### config.mk
export PLATFORM = sky130hd
export DESIGN_NAME = inst_issuer
export DESIGN_NICKNAME = d
export VERILOG_FILES = /design/src/rtl/inst_issuer_pkg.sv /design/src/rtl/inst_issuer_inst_mem.sv /design/src/rtl/inst_issuer.sv
export SDC_FILE = /design/constraint.sdc
export NUM_CORES = 1
export LEC_CHECK = 0
export CORE_AREA = 10 10 142 144
export DETAILED_ROUTE_END_ITERATION = 8
export DIE_AREA = 0 0 152 154
export PLACE_DENSITY_LB_ADDON = 0.12
export SLEW_MARGIN = 5
export SYNTH_ARGS = -nofsm -noshare
export SYNTH_HDL_FRONTEND = slang
export SYNTH_SLANG_ARGS = --single-unit
### constraint.sdc
create_clock -name clk -period 2.85 [get_ports clk]
set_input_delay 0.7125 -clock clk [delete_from_list [all_inputs] [get_ports clk]]
set_output_delay 0.7125 -clock clk [all_outputs]
set_load 0.01 [all_outputs]
### src/rtl/inst_issuer_pkg.sv
// Shared types and constants for the PE instruction issuer.
package inst_issuer_pkg;

    localparam int unsigned INST_W     = 12;
    localparam int unsigned OP_W       = 3;
    localparam int unsigned REP_W      = 8;
    localparam int unsigned WAIT_BIT   = 11;
    localparam int unsigned OP_MSB     = 10;
    localparam int unsigned OP_LSB     = 8;
    localparam int unsigned REP_MSB    = 7;
    localparam int unsigned REP_LSB    = 0;
    localparam int unsigned PE_LATENCY = 7;

    localparam logic [OP_W-1:0] OP_LOAD   = 3'b000;
    localparam logic [OP_W-1:0] OP_ADD    = 3'b001;
    localparam logic [OP_W-1:0] OP_SUB    = 3'b010;
    localparam logic [OP_W-1:0] OP_MUL    = 3'b100;
    localparam logic [OP_W-1:0] OP_MULADD = 3'b101;
    localparam logic [OP_W-1:0] OP_MULSUB = 3'b110;
    localparam logic [OP_W-1:0] OP_MAX    = 3'b111;

    typedef struct packed {
        logic              wait_en;
        logic [OP_W-1:0]   op;
        logic [REP_W-1:0]  rep;
    } inst_t;

    typedef enum logic [1:0] {
        ST_IDLE,
        ST_ISSUE,
        ST_DRAIN,
        ST_DONE
    } state_t;

    // Split a raw instruction word into its fields.
    function automatic inst_t unpack_inst(input logic [INST_W-1:0] w);
        inst_t r;
        r.wait_en = w[WAIT_BIT];
        r.op      = w[OP_MSB:OP_LSB];
        r.rep     = w[REP_MSB:REP_LSB];
        return r;
    endfunction

endpackage

### src/rtl/inst_issuer_inst_mem.sv
// Small program store: synchronous write, asynchronous read, no reset.
module inst_mem
    import inst_issuer_pkg::*;
#(
    parameter int unsigned DEPTH  = 16,
    parameter int unsigned ADDR_W = $clog2(DEPTH)
) (
    input  logic              i_clk,
    input  logic              i_we,
    input  logic [ADDR_W-1:0] i_waddr,
    input  inst_t             i_wdata,
    input  logic [ADDR_W-1:0] i_raddr,
    output inst_t             o_rdata
);

    inst_t r_mem [DEPTH];

    // Program write port.
    always_ff @(posedge i_clk) begin
        if (i_we) begin
            r_mem[i_waddr] <= i_wdata;
        end
    end

    assign o_rdata = r_mem[i_raddr];

endmodule

### src/rtl/inst_issuer.sv
// Steps through a stored opcode program, issuing to the PE decoder and
// stalling on wait instructions until outstanding results have drained.
module inst_issuer
    import inst_issuer_pkg::*;
#(
    parameter int unsigned DEPTH   = 16,
    parameter int unsigned LATENCY = PE_LATENCY,
    localparam int unsigned ADDR_W = $clog2(DEPTH),
    localparam int unsigned OUTS_W = $clog2(LATENCY + 2)
) (
    input  logic              clk,
    input  logic              rst,
    input  logic              prog_we,
    input  logic [ADDR_W-1:0] prog_addr,
    input  logic [INST_W-1:0] prog_data,
    input  logic [ADDR_W-1:0] last_addr,
    input  logic              start,
    input  logic              dout_v,
    output logic              inst_v,
    output logic [OP_W-1:0]   opcode,
    output logic              busy,
    output logic              done
);

    state_t            r_state;
    logic [ADDR_W-1:0] r_pc;
    logic [ADDR_W-1:0] r_last;
    logic [REP_W-1:0]  r_repcnt;
    logic              r_wait;
    logic [OUTS_W-1:0] r_outs;
    logic              r_inst_v;
    logic [OP_W-1:0]   r_opcode;
    logic              r_busy;
    logic              r_done;

    logic [ADDR_W-1:0] w_pc_inc;
    logic [ADDR_W-1:0] w_rd_addr;
    inst_t             w_rd;
    logic              w_prog_we;
    logic              w_start_ok;
    logic [OUTS_W-1:0] w_outs_nxt;

    assign w_pc_inc   = r_pc + ADDR_W'(1);
    // Memory is read at the entry about to be loaded: 0 on start, else pc+1.
    assign w_rd_addr  = (r_state == ST_IDLE) ? '0 : w_pc_inc;
    assign w_prog_we  = prog_we && !r_busy;
    assign w_start_ok = start && !prog_we;

    inst_mem #(
        .DEPTH  (DEPTH),
        .ADDR_W (ADDR_W)
    ) u_mem (
        .i_clk   (clk),
        .i_we    (w_prog_we),
        .i_waddr (prog_addr),
        .i_wdata (unpack_inst(prog_data)),
        .i_raddr (w_rd_addr),
        .o_rdata (w_rd)
    );

    // Next outstanding count; a return with nothing outstanding is dropped.
    always_comb begin
        w_outs_nxt = r_outs;
        if (r_inst_v && !dout_v) begin
            w_outs_nxt = r_outs + OUTS_W'(1);
        end else if (!r_inst_v && dout_v && (r_outs != '0)) begin
            w_outs_nxt = r_outs - OUTS_W'(1);
        end
    end

    // Issue FSM; outputs are registered so the state names the cycle they show in.
    always_ff @(posedge clk) begin
        if (rst) begin
            r_state  <= ST_IDLE;
            r_pc     <= '0;
            r_last   <= '0;
            r_repcnt <= '0;
            r_wait   <= 1'b0;
            r_outs   <= '0;
            r_inst_v <= 1'b0;
            r_opcode <= OP_LOAD;
            r_busy   <= 1'b0;
            r_done   <= 1'b0;
        end else begin
            r_outs <= w_outs_nxt;
            r_done <= 1'b0;
            case (r_state)
                ST_IDLE: begin
                    r_inst_v <= 1'b0;
                    r_opcode <= OP_LOAD;
                    if (w_start_ok) begin
                        r_pc     <= '0;
                        r_last   <= last_addr;
                        r_repcnt <= w_rd.rep;
                        r_wait   <= w_rd.wait_en;
                        r_opcode <= w_rd.op;
                        r_inst_v <= 1'b1;
                        r_busy   <= 1'b1;
                        r_state  <= ST_ISSUE;
                    end
                end
                ST_ISSUE: begin
                    if (r_repcnt != '0) begin
                        r_repcnt <= r_repcnt - REP_W'(1);
                        r_inst_v <= 1'b1;
                    end else if (r_wait || (r_pc == r_last)) begin
                        r_inst_v <= 1'b0;
                        r_state  <= ST_DRAIN;
                    end else begin
                        r_pc     <= w_pc_inc;
                        r_repcnt <= w_rd.rep;
                        r_wait   <= w_rd.wait_en;
                        r_opcode <= w_rd.op;
                        r_inst_v <= 1'b1;
                    end
                end
                ST_DRAIN: begin
                    r_inst_v <= 1'b0;
                    if (w_outs_nxt == '0) begin
                        if (r_pc == r_last) begin
                            r_done  <= 1'b1;
                            r_state <= ST_DONE;
                        end else begin
                            r_pc     <= w_pc_inc;
                            r_repcnt <= w_rd.rep;
                            r_wait   <= w_rd.wait_en;
                            r_opcode <= w_rd.op;
                            r_inst_v <= 1'b1;
                            r_state  <= ST_ISSUE;
                        end
                    end
                end
                ST_DONE: begin
                    r_inst_v <= 1'b0;
                    r_opcode <= OP_LOAD;
                    r_busy   <= 1'b0;
                    r_pc     <= '0;
                    r_state  <= ST_IDLE;
                end
                default: begin
                    r_state <= ST_IDLE;
                end
            endcase
        end
    end

    assign inst_v = r_inst_v;
    assign opcode = r_opcode;
    assign busy   = r_busy;
    assign done   = r_done;

endmodule
Word level (Yosys, flattened, before mapping) --
Memories as Yosys holds them, arrays and structs flattened. Index checks and enable logic that the tools add are counted.
Storage, ports and cells: register bits after elaboration 29, memory bits (writable) 192, input port bits 25, output and inout port bits 6, logic and storage cells 96, memories kept 1
Memories:
- u_mem.r_mem | depth 16, bits a word 12, read ports 1, clocked after memory_dff 0, wr ports 1, line inst_issuer_inst_mem.sv:16 | inst_t r_mem [DEPTH];
Operators by class: add/sub/neg operators 4, eq/ne operators 11, mux-type cells 44, bitwise logic cells 2, reductions and logical operators 24
Operators with widths (count):
- $mux 8 | 5
- $mux 4 | 8
- $pmux 8 s3 | 1
- $pmux 4 s4 | 1
- $mux 3 | 5
- $mux 1 | 14
- $ne 2x2->1 const B | 6
- $pmux 3 s4 | 1
- $mux 2 | 5
- $reduce_and 5->1 | 2
- $add 4x1->4 const B | 2
- $pmux 2 s4 | 1
- $reduce_and 4->1 | 2
- $reduce_bool 8->1 | 1
- $sub 8x1->8 const B | 1
- $reduce_and 6->1 | 1
- $logic_and 1x1->1 | 5
- $eq 2x2->1 const B | 2
- $eq 4x4->1 | 1
- $logic_not 1->1 | 4
- $logic_not 4->1 | 1
- $pmux 1 s4 | 1
- $reduce_and 2->1 | 2
- $reduce_bool 4->1 | 1
- 11 further kinds | 12

Depth between registers and ports, before layout --
Gate-level depths: netlist (run 1).
depth after elaboration 8, depth in mapped cells 12, depth with buffers taken out 9

Cells and area by module --
A second synthesis (run 1) with hierarchy kept.
Second synthesis, totals: cells, all modules 558, area total of the unflattened synthesis 9268.9 µm²
Modules (own cells, without submodules):
- inst_mem | times used 1, cells each 317, area each 7359.6 µm², sequential area each 5765.5 µm²
- inst_issuer | times used 1, cells each 241, area each 1909.3 µm², sequential area each 580.6 µm²

Worst setup path before layout (run 1) --
OpenSTA, ideal clock, no wires.
path type register -> register, start register r_outs[0], end register r_pc[3], setup time 70 ps, data arrival time 2585 ps, required time 2780 ps, setup slack 194 ps, stages on the path, launching flop included 10, buffers on the path 0, clock period less this slack 2656 ps, cells stage by stage dfxtp_1 > inv_2 > ha_1 > nor2b_1 > or4_4 > a31o_1 > a2111oi_4 > o21ai_2 > or4_1 > a21oi_1
Between the ends: longest elaborated chain between the ends 7, elaborated cells on any way between the ends 9, those cells by class add/sub (2); eq/ne (1); mux (2); reduce/logical (4)
Ends and longest elaborated chain:
- from (decl) | line inst_issuer.sv:30 | logic [OUTS_W-1:0] r_outs;
- from (signal assigned) | line inst_issuer.sv:85 | r_outs <= w_outs_nxt;
- branches (longest 3 deep; another with $sub 4x1->4)
- $mux 4 * | line inst_issuer.sv:64 | if (r_inst_v && !dout_v) begin
- $logic_not 4->1 * | line inst_issuer.sv:119 | if (w_outs_nxt == '0) begin
- $ne 2x2->1 (no line) *
- $reduce_and 5->1 (no line) *
- to (signal assigned) | line inst_issuer.sv:110 | r_pc <= w_pc_inc;
- to (signal assigned) | line inst_issuer.sv:124 | r_pc <= w_pc_inc;
- to (decl) | line inst_issuer.sv:26 | logic [ADDR_W-1:0] r_pc;
Mark *: on every way between the ends. A chain may end at the register's enable or synchronous reset.

Worst setup path in the final report (run 1) --
start register r_pc[0], end register r_repcnt[0]
Between the ends: longest elaborated chain between the ends 6, elaborated cells on any way between the ends 14, those cells by class add/sub (1); eq/ne (3); mux (7); reduce/logical (2); memory (1)
Ends and longest elaborated chain:
- $add 4x1->4 | line inst_issuer.sv:43 | assign w_pc_inc = r_pc + ADDR_W'(1);
- $mux 4 | line inst_issuer.sv:45 | assign w_rd_addr = (r_state == ST_IDLE) ? '0 : w_pc_inc;
- $mem_v2 16x12
- $mux 8 (on tied branches) | line inst_issuer.sv:120, inst_issuer.sv:106
- $mux 8 (on tied branches) | line inst_issuer.sv:119, inst_issuer.sv:103
- $pmux 8 s3 | line inst_issuer.sv:87 | case (r_state)
- to (signal assigned) | line inst_issuer.sv:94 | r_repcnt <= w_rd.rep;
- to (signal assigned) | line inst_issuer.sv:104 | r_repcnt <= r_repcnt - REP_W'(1);
- to (signal assigned) | line inst_issuer.sv:125 | r_repcnt <= w_rd.rep;
- to (decl) | line inst_issuer.sv:28 | logic [REP_W-1:0] r_repcnt;
Parallel ways exist; a longest one is shown, timed or not. The select of a mux whose other input is x is not followed.

==> results of run 1 <==
[sequential cells by signal (all words and copies together), names as in the netlist]
signal / cells
inst_v: 1
r_repcnt: 8
busy: 1
r_last: 4
done: 1
opcode: 3
r_outs: 4
u_mem.r_mem: 192
r_state: 2
r_wait: 1
r_pc: 4
[placed cells by master, fill, tap and decap left out, drive strengths merged, types with 4 or more instances in the layout]
cell type / instances
mux4: 23
or4: 4
inv: 17
dfxtp: 29
a221o: 5
edfxtp: 192
clkinv: 15
and3: 7
nand3: 28
xor2: 5
ha: 9
nand2: 57
clkbuf: 26
xnor2: 5
nand2b: 10
and2: 5
or3: 8
a31oi: 11
a221oi: 9
buf: 59
o21ai: 23
nor2: 43
nor2b: 13
mux2i: 15
clkdlybuf4s50: 30
nor3: 10
nor4: 4
a311oi: 10
a211oi: 7
a21oi: 26
a22oi: 4
[metal layers]
layer | part of all wire, % | global-route usage, % | wire, um
met3 | 6.1 | 2.57 | 1390
met5 | 0 | 0 | 0
met4 | 2.6 | 6.05 | 599
met1 | 43 | 25.8 | 9920
met2 | 48 | 30.9 | 11000
[final cells by class]
type,count,area (um2)
multi-input cells,392,2870
well taps,225,282
inverters,17,63.8
repair buffers,89,872
fillers,1271,6010
clock inverters,18,123
flip-flops and latches,221,6350
clock buffers,26,608
[critical path, stage by stage, from the launching register on]
cell,delay (ns)
dfxtp_2,0.35
ha_1,0.25
xnor2_1,0.49
or2_4,0.39
mux4_2,0.37
nand2_1,0.09
o31ai_1,0.14
or3_1,0.36
a31oi_1,0.16
[through the flow]
step                      setup slack (ns)  std cells  area (um2)
after floorplan                      0.194        665        9390
after detailed placement            -0.431        944       10400
final                                0.175        988       11200
after CTS                           0.0675        988       11200
after global routing                0.0119        988       11200
after global placement              -0.303        944       10400
[kinds of logic after synthesis]
family	synth area share, %
adders and majority gates	1.20
AOI/OAI and AO/OA	10.1
muxes	7.47
buffers and inverters	2.27
DFF	67.6
and+or+nand+nor	10.5
xor gates and xnor gates	0.933
[power by group]
part | switching, mW | total (mW) | leakage (nW) | internal (mW)
sequential | 0.127 | 3.80 | 1.97 | 3.67
combinational | 1.69 | 2.92 | 1.34 | 1.24
clock | 1.22 | 2.85 | 0.348 | 1.63
total | 3.03 | 9.57 | 3.66 | 6.54
[how the worst max path moves through the flow]
| stage | to | slack (ns) | cells past startpoint |
|---|---|---|---|
| 3_5_place_dp | r_repcnt[4]$_SDFFE_PP0P_ | -0.43 | 9 |
| 6_report | r_repcnt[0]$_SDFFE_PP0P_ | 0.18 | 8 |
| 2_1_floorplan | r_pc[3]$_SDFFE_PP0P_ | 0.19 | 9 |
| 4_1_cts | r_repcnt[0]$_SDFFE_PP0P_ | 0.07 | 10 |
| 3_3_place_gp | r_repcnt[5]$_SDFFE_PP0P_ | -0.30 | 8 |
| 5_1_grt | opcode[0]$_SDFFE_PP0P_ | 0.01 | 9 |
==> results.md, run 1 <==
* Status: completed
* Final ANT Viol Nets at 0
* Die X at 152 um
* Gr usage total at 19.0%
* Max Slew Vio Count at 0
* DRT Pass-1 Iters at 5
* Clock Skew at 0.0101 ns
* Syn avg cell area at 14.1 um2
* Postcts setup bufs at 0
* Initial antenna violation count at 0
* Fin crit period at 2.67 ns
* Chip Height at 154 um
* Vias at 6027
* R2R Setup Slk at 0.18 ns
* Hold crit path type: reg2reg
* DRC Markers at 0
* Final setup violation count at 0
* Initial detailed-routing violation count at 624
* Layout cells sized above 1 at 17.6%
* Ranking of synthesized cells by area: edfxtp_1, dfxtp_1, mux4_2
* Main flop type after synthesis: edfxtp_1
* Hold Crit Start: r_last[0]$_SDFFE_PP0P_
* #FFs+latches synth at 221
* CTS tree: done
* Clock Latency Late Sink at 0.51 ns
* R2R Path Start: r_pc[0]$_SDFFE_PP0P_
* N_diodes at 0
* Starting Density at 54.7%
* Vias in the first global route at 5939
* Synth Instances at 665
* Hold path depth at 2
* Worst Tran Pin Value at 0.643 ns
* Post-synth ARST share at 0%
* # H-tree levels at 1
* Total power at 9.57 mW
* Avg WL per Cell at 23.1 um
* Post-synth cell types at 67
* Classification of the worst setup path: reg2reg
* Io pins at 31
* VDD IR-drop max at 0.000595 V
* Dpl hpwl at 14700 um
* Row cnt at 48
* RSZ-0062 raised after global routing: false
* Syn_nets at 699
* Worst Reg-to-Reg Cells at 8
* Critical Path Source Type: flop
* Most used standard cell by instance count after synthesis: edfxtp_1
* Seq/Total Area, Yosys at 67.6%
* Fmax at 374 MHz
* Synth cell count leaders: edfxtp_1, nand2_1, nor2_1, dfxtp_1, nand3_1
* Final period util at 93.9%
* End of the worst register-to-register path: r_repcnt[0]$_SDFFE_PP0P_
* CTS Hold Bufs at 0
* Yosys warns at 0
* CTS sink cnt at 221
* Area growth, synth to finish at 18.9%
* Critical Path AT at 3.11 ns
* EDFF count, synth at 192
* CTS Buffer Depth at 3
* Largest net degree at the start of global routing at 49
* Die area at 23400 um2
* Post-synth top area share at 61.4%
* Max FO, Critical Path at 15
* Leak pwr at 3.66 nW
* Post-synth top area cell: edfxtp_1
* CP Capture Type: flop
* Crit path launch: r_pc[0]$_SDFFE_PP0P_
* Worst-path clk slew at 0.06 ns
* GPL Wtd Cong at 0.871
* GR Overflow Total at 0
* Fin Setup TNS at 0 ns
* First-pass GRT wire length at 35100 um
* Port bufs at 30
* Power Density at 857 nW/um2
* Post-cts sizing count at 0
* Crit path required time at 3.29 ns
* Max-Slew Margin vs Limit at 56.7%
* WHS Endpoint: r_last[0]$_SDFFE_PP0P_
* Vias/cell at 6.10
* Cts bufs inserted at 24
* Final hold vios at 0
* Synthesized area at 9390 um2
* Max-cap violations at 0
* Drt total wl at 22900 um
* Final core utilization at 65.0%
* Core area at 17200 um2
* Hold slack final at 0.483 ns
* Layout net count at 779
* Root Buffer: clkbuf_16
(Power assumes the default switching activity.)
==> run 2, diff against run 1 <==
--- a/config.mk
+++ b/config.mk
@@ -8,7 +8,7 @@
 export CORE_AREA = 10 10 142 144
 export DETAILED_ROUTE_END_ITERATION = 8
 export DIE_AREA = 0 0 152 154
-export PLACE_DENSITY_LB_ADDON = 0.12
+export PLACE_DENSITY = 0.76
 export SLEW_MARGIN = 5
 export SYNTH_ARGS = -nofsm -noshare
 export SYNTH_HDL_FRONTEND = slang
==> run 2 against run 1 <==
Non-clock buffer count is 4 higher. Hold slack worse by 0.013 ns. Setup slack worse by 0.051 ns. Register-to-register slack worse by 0.05 ns. Total power is 3.6% higher. Highest routed layer unchanged. Clock power is 11% higher. Die area stayed put. Critical path depth is 2 higher. Final cell count is 0.40% higher. Sequential share of layout area is 0.35 points lower. Clock skew is 0.0075 ns higher. Cell area is 0.64% higher.
==> results.md, run 2 (same netlist as run 1, synthesis figures left out) <==
* Initial detailed-routing violation count at 810
* GR Overflow Total at 0
* Power Density at 882 nW/um2
* Port bufs at 30
* Max FO, Critical Path at 12
* Postcts setup bufs at 0
* Worst Tran Pin Value at 0.758 ns
* # H-tree levels at 1
* Crit path required time at 3.23 ns
* Layout net count at 783
* R2R Setup Slk at 0.12 ns
* R2R Path Start: r_state[1]$_SDFFE_PP0P_
* Worst-path clk slew at 0.06 ns
* Max Slew Vio Count at 0
* Vias at 6285
* Cts bufs inserted at 24
* Fmax at 367 MHz
* Hold slack final at 0.470 ns
* Root Buffer: clkbuf_16
* CTS Buffer Depth at 3
* N_diodes at 0
* Area growth, synth to finish at 19.7%
* Pre-CTS setup slack at -0.455 ns
* VDD IR-drop max at 0.000695 V
* RSZ-0062 raised after global routing: false
* Worst Path Buf+Inv at 3
* CP peak stage delay at 0.42 ns
* CTS Hold Bufs at 0
* Critical Path Source Type: flop
* Core area at 17200 um2
* DRC Markers at 0
* Critical Path AT at 3.11 ns
* Drt total wl at 23000 um
* Largest Register: u_mem.r_mem
* Met2 Use GR at 32.2%
* CP Capture Type: flop
* Chip Height at 154 um
* Starting Density at 54.7%
* Worst path cell trace: inv_1 -> ha_1 -> buf_4 -> nor2_4 -> buf_4 -> mux4_2 -> nand2b_1 -> a31oi_1 -> a211o_1 -> a21oi_1
* Met3 Usage GRT at 3.10%
* Status: completed
* Most frequent cells in the layout: edfxtp_1, nand2_1, buf_4
* Die area at 23400 um2
* CTS sink cnt at 221
* Max-cap violations at 0
* Fin crit period at 2.73 ns
* CP dominant cell by count: buf_4
* Vias/cell at 6.34
* M1 GR Usage at 23.8%
* Top cell family by delay on the critical path: buffers and inverters
* Commonest non-fill, non-tap cell in the layout: edfxtp_1
* WHS Endpoint: r_last[1]$_SDFFE_PP0P_
* Largest net degree at the start of global routing at 50
* Final ANT Viol Nets at 0
* Initial antenna violation count at 0
* Layout cells sized above 1 at 18.9%
* Hold path depth at 2
* Hold Crit Start: r_last[1]$_SDFFE_PP0P_
* DRT Pass-1 Iters at 5
* Largest regs: u_mem.r_mem: 192 flops, r_repcnt: 8 flops
* Post-cts sizing count at 0
* Most used routing layer: met2
* Io pins at 31
* Worst Reg-to-Reg Cells at 10
* Crit path launch: r_state[1]$_SDFFE_PP0P_
* Setup ws final at 0.125 ns
* Gr usage total at 19.0%
* Final hold vios at 0
* Clock Skew at 0.0176 ns
* End of the worst register-to-register path: r_repcnt[7]$_SDFFE_PP0P_
* Row cnt at 48
* Avg WL per Cell at 23.2 um
* Vias in the first global route at 6269
* Leak pwr at 3.72 nW
* CTS tree: done
* First-pass GRT wire length at 35700 um
* Max FFs per register at 192
* Crit-path slowest cell: dfxtp_1
* Final period util at 95.6%
* Dpl hpwl at 15000 um
* Die X at 152 um
* Hold crit path type: reg2reg
* Clock Latency Late Sink at 0.53 ns
* GPL Wtd Cong at 0.879
* Classification of the worst setup path: reg2reg
* Max-Slew Margin vs Limit at 49.0%
* Final setup violation count at 0
run 2: area by class of cell:
class	instances	area (um2)
tap	225	282
sequential	221	6350
timing repair buffer	93	848
clock buffer	30	623
inverter	17	63.8
clock inverter	14	194
fill	1249	5940
multi-input combinational	392	2880
run 2: metrics by stage:
step / area [um2] / setup TNS [ns] / cells / util [%] / total power, mW
2_1_floorplan: 9390 / 0 / 665 / - / 5.70
3_3_place_gp: 10400 / -3.15 / 948 / 60.5 / 6.58
3_5_place_dp: 10400 / -5.60 / 948 / 60.5 / 6.71
4_1_cts: 11200 / 0 / 992 / 65.3 / 9.88
5_1_grt: 11200 / 0 / 992 / 65.4 / 10.4
6_report: 11200 / 0 / 992 / 65.4 / 9.91
run 2: worst register-to-register path: stages (launching register included):
cell      delay [ns]
dfxtp_1         0.42
inv_1           0.11
ha_1            0.29
buf_4           0.23
nor2_4          0.27
buf_4           0.28
mux4_2          0.32
nand2b_1        0.15
a31oi_1         0.29
a211o_1         0.14
a21oi_1         0.08
run 2: worst max path at each step:
stage | endpoint | slack [ns] | cells past startpoint
after floorplan | r_pc[3]$_SDFFE_PP0P_ | 0.19 | 9
after global placement | r_pc[3]$_SDFFE_PP0P_ | -0.34 | 8
after detailed placement | r_pc[3]$_SDFFE_PP0P_ | -0.45 | 8
after CTS | r_repcnt[7]$_SDFFE_PP0P_ | 0.02 | 9
after global routing | r_repcnt[7]$_SDFFE_PP0P_ | 0.004 | 10
final | r_repcnt[7]$_SDFFE_PP0P_ | 0.12 | 10
run 2: power by group:
part,total (mW),switching (mW),internal (mW)
clock network,3.16,1.23,1.93
logic,2.94,1.70,1.24
registers,3.81,0.143,3.67
run 2: metal layers:
metal	vias up	wire, um
met5	-	0
met4	0	826
met3	64	1880
met2	351	11300
met1	3094	9050
li1	2776	-
==> run 3, diff against run 2 <==
--- a/config.mk
+++ b/config.mk
@@ -5,6 +5,7 @@
 export SDC_FILE = /design/constraint.sdc
 export NUM_CORES = 1
 export LEC_CHECK = 0
+export CAP_MARGIN = 25
 export CORE_AREA = 10 10 142 144
 export DETAILED_ROUTE_END_ITERATION = 8
 export DIE_AREA = 0 0 152 154
==> results of run 3 <==
Same layout as run 2: the final DEF is identical, and so are final timing and power.
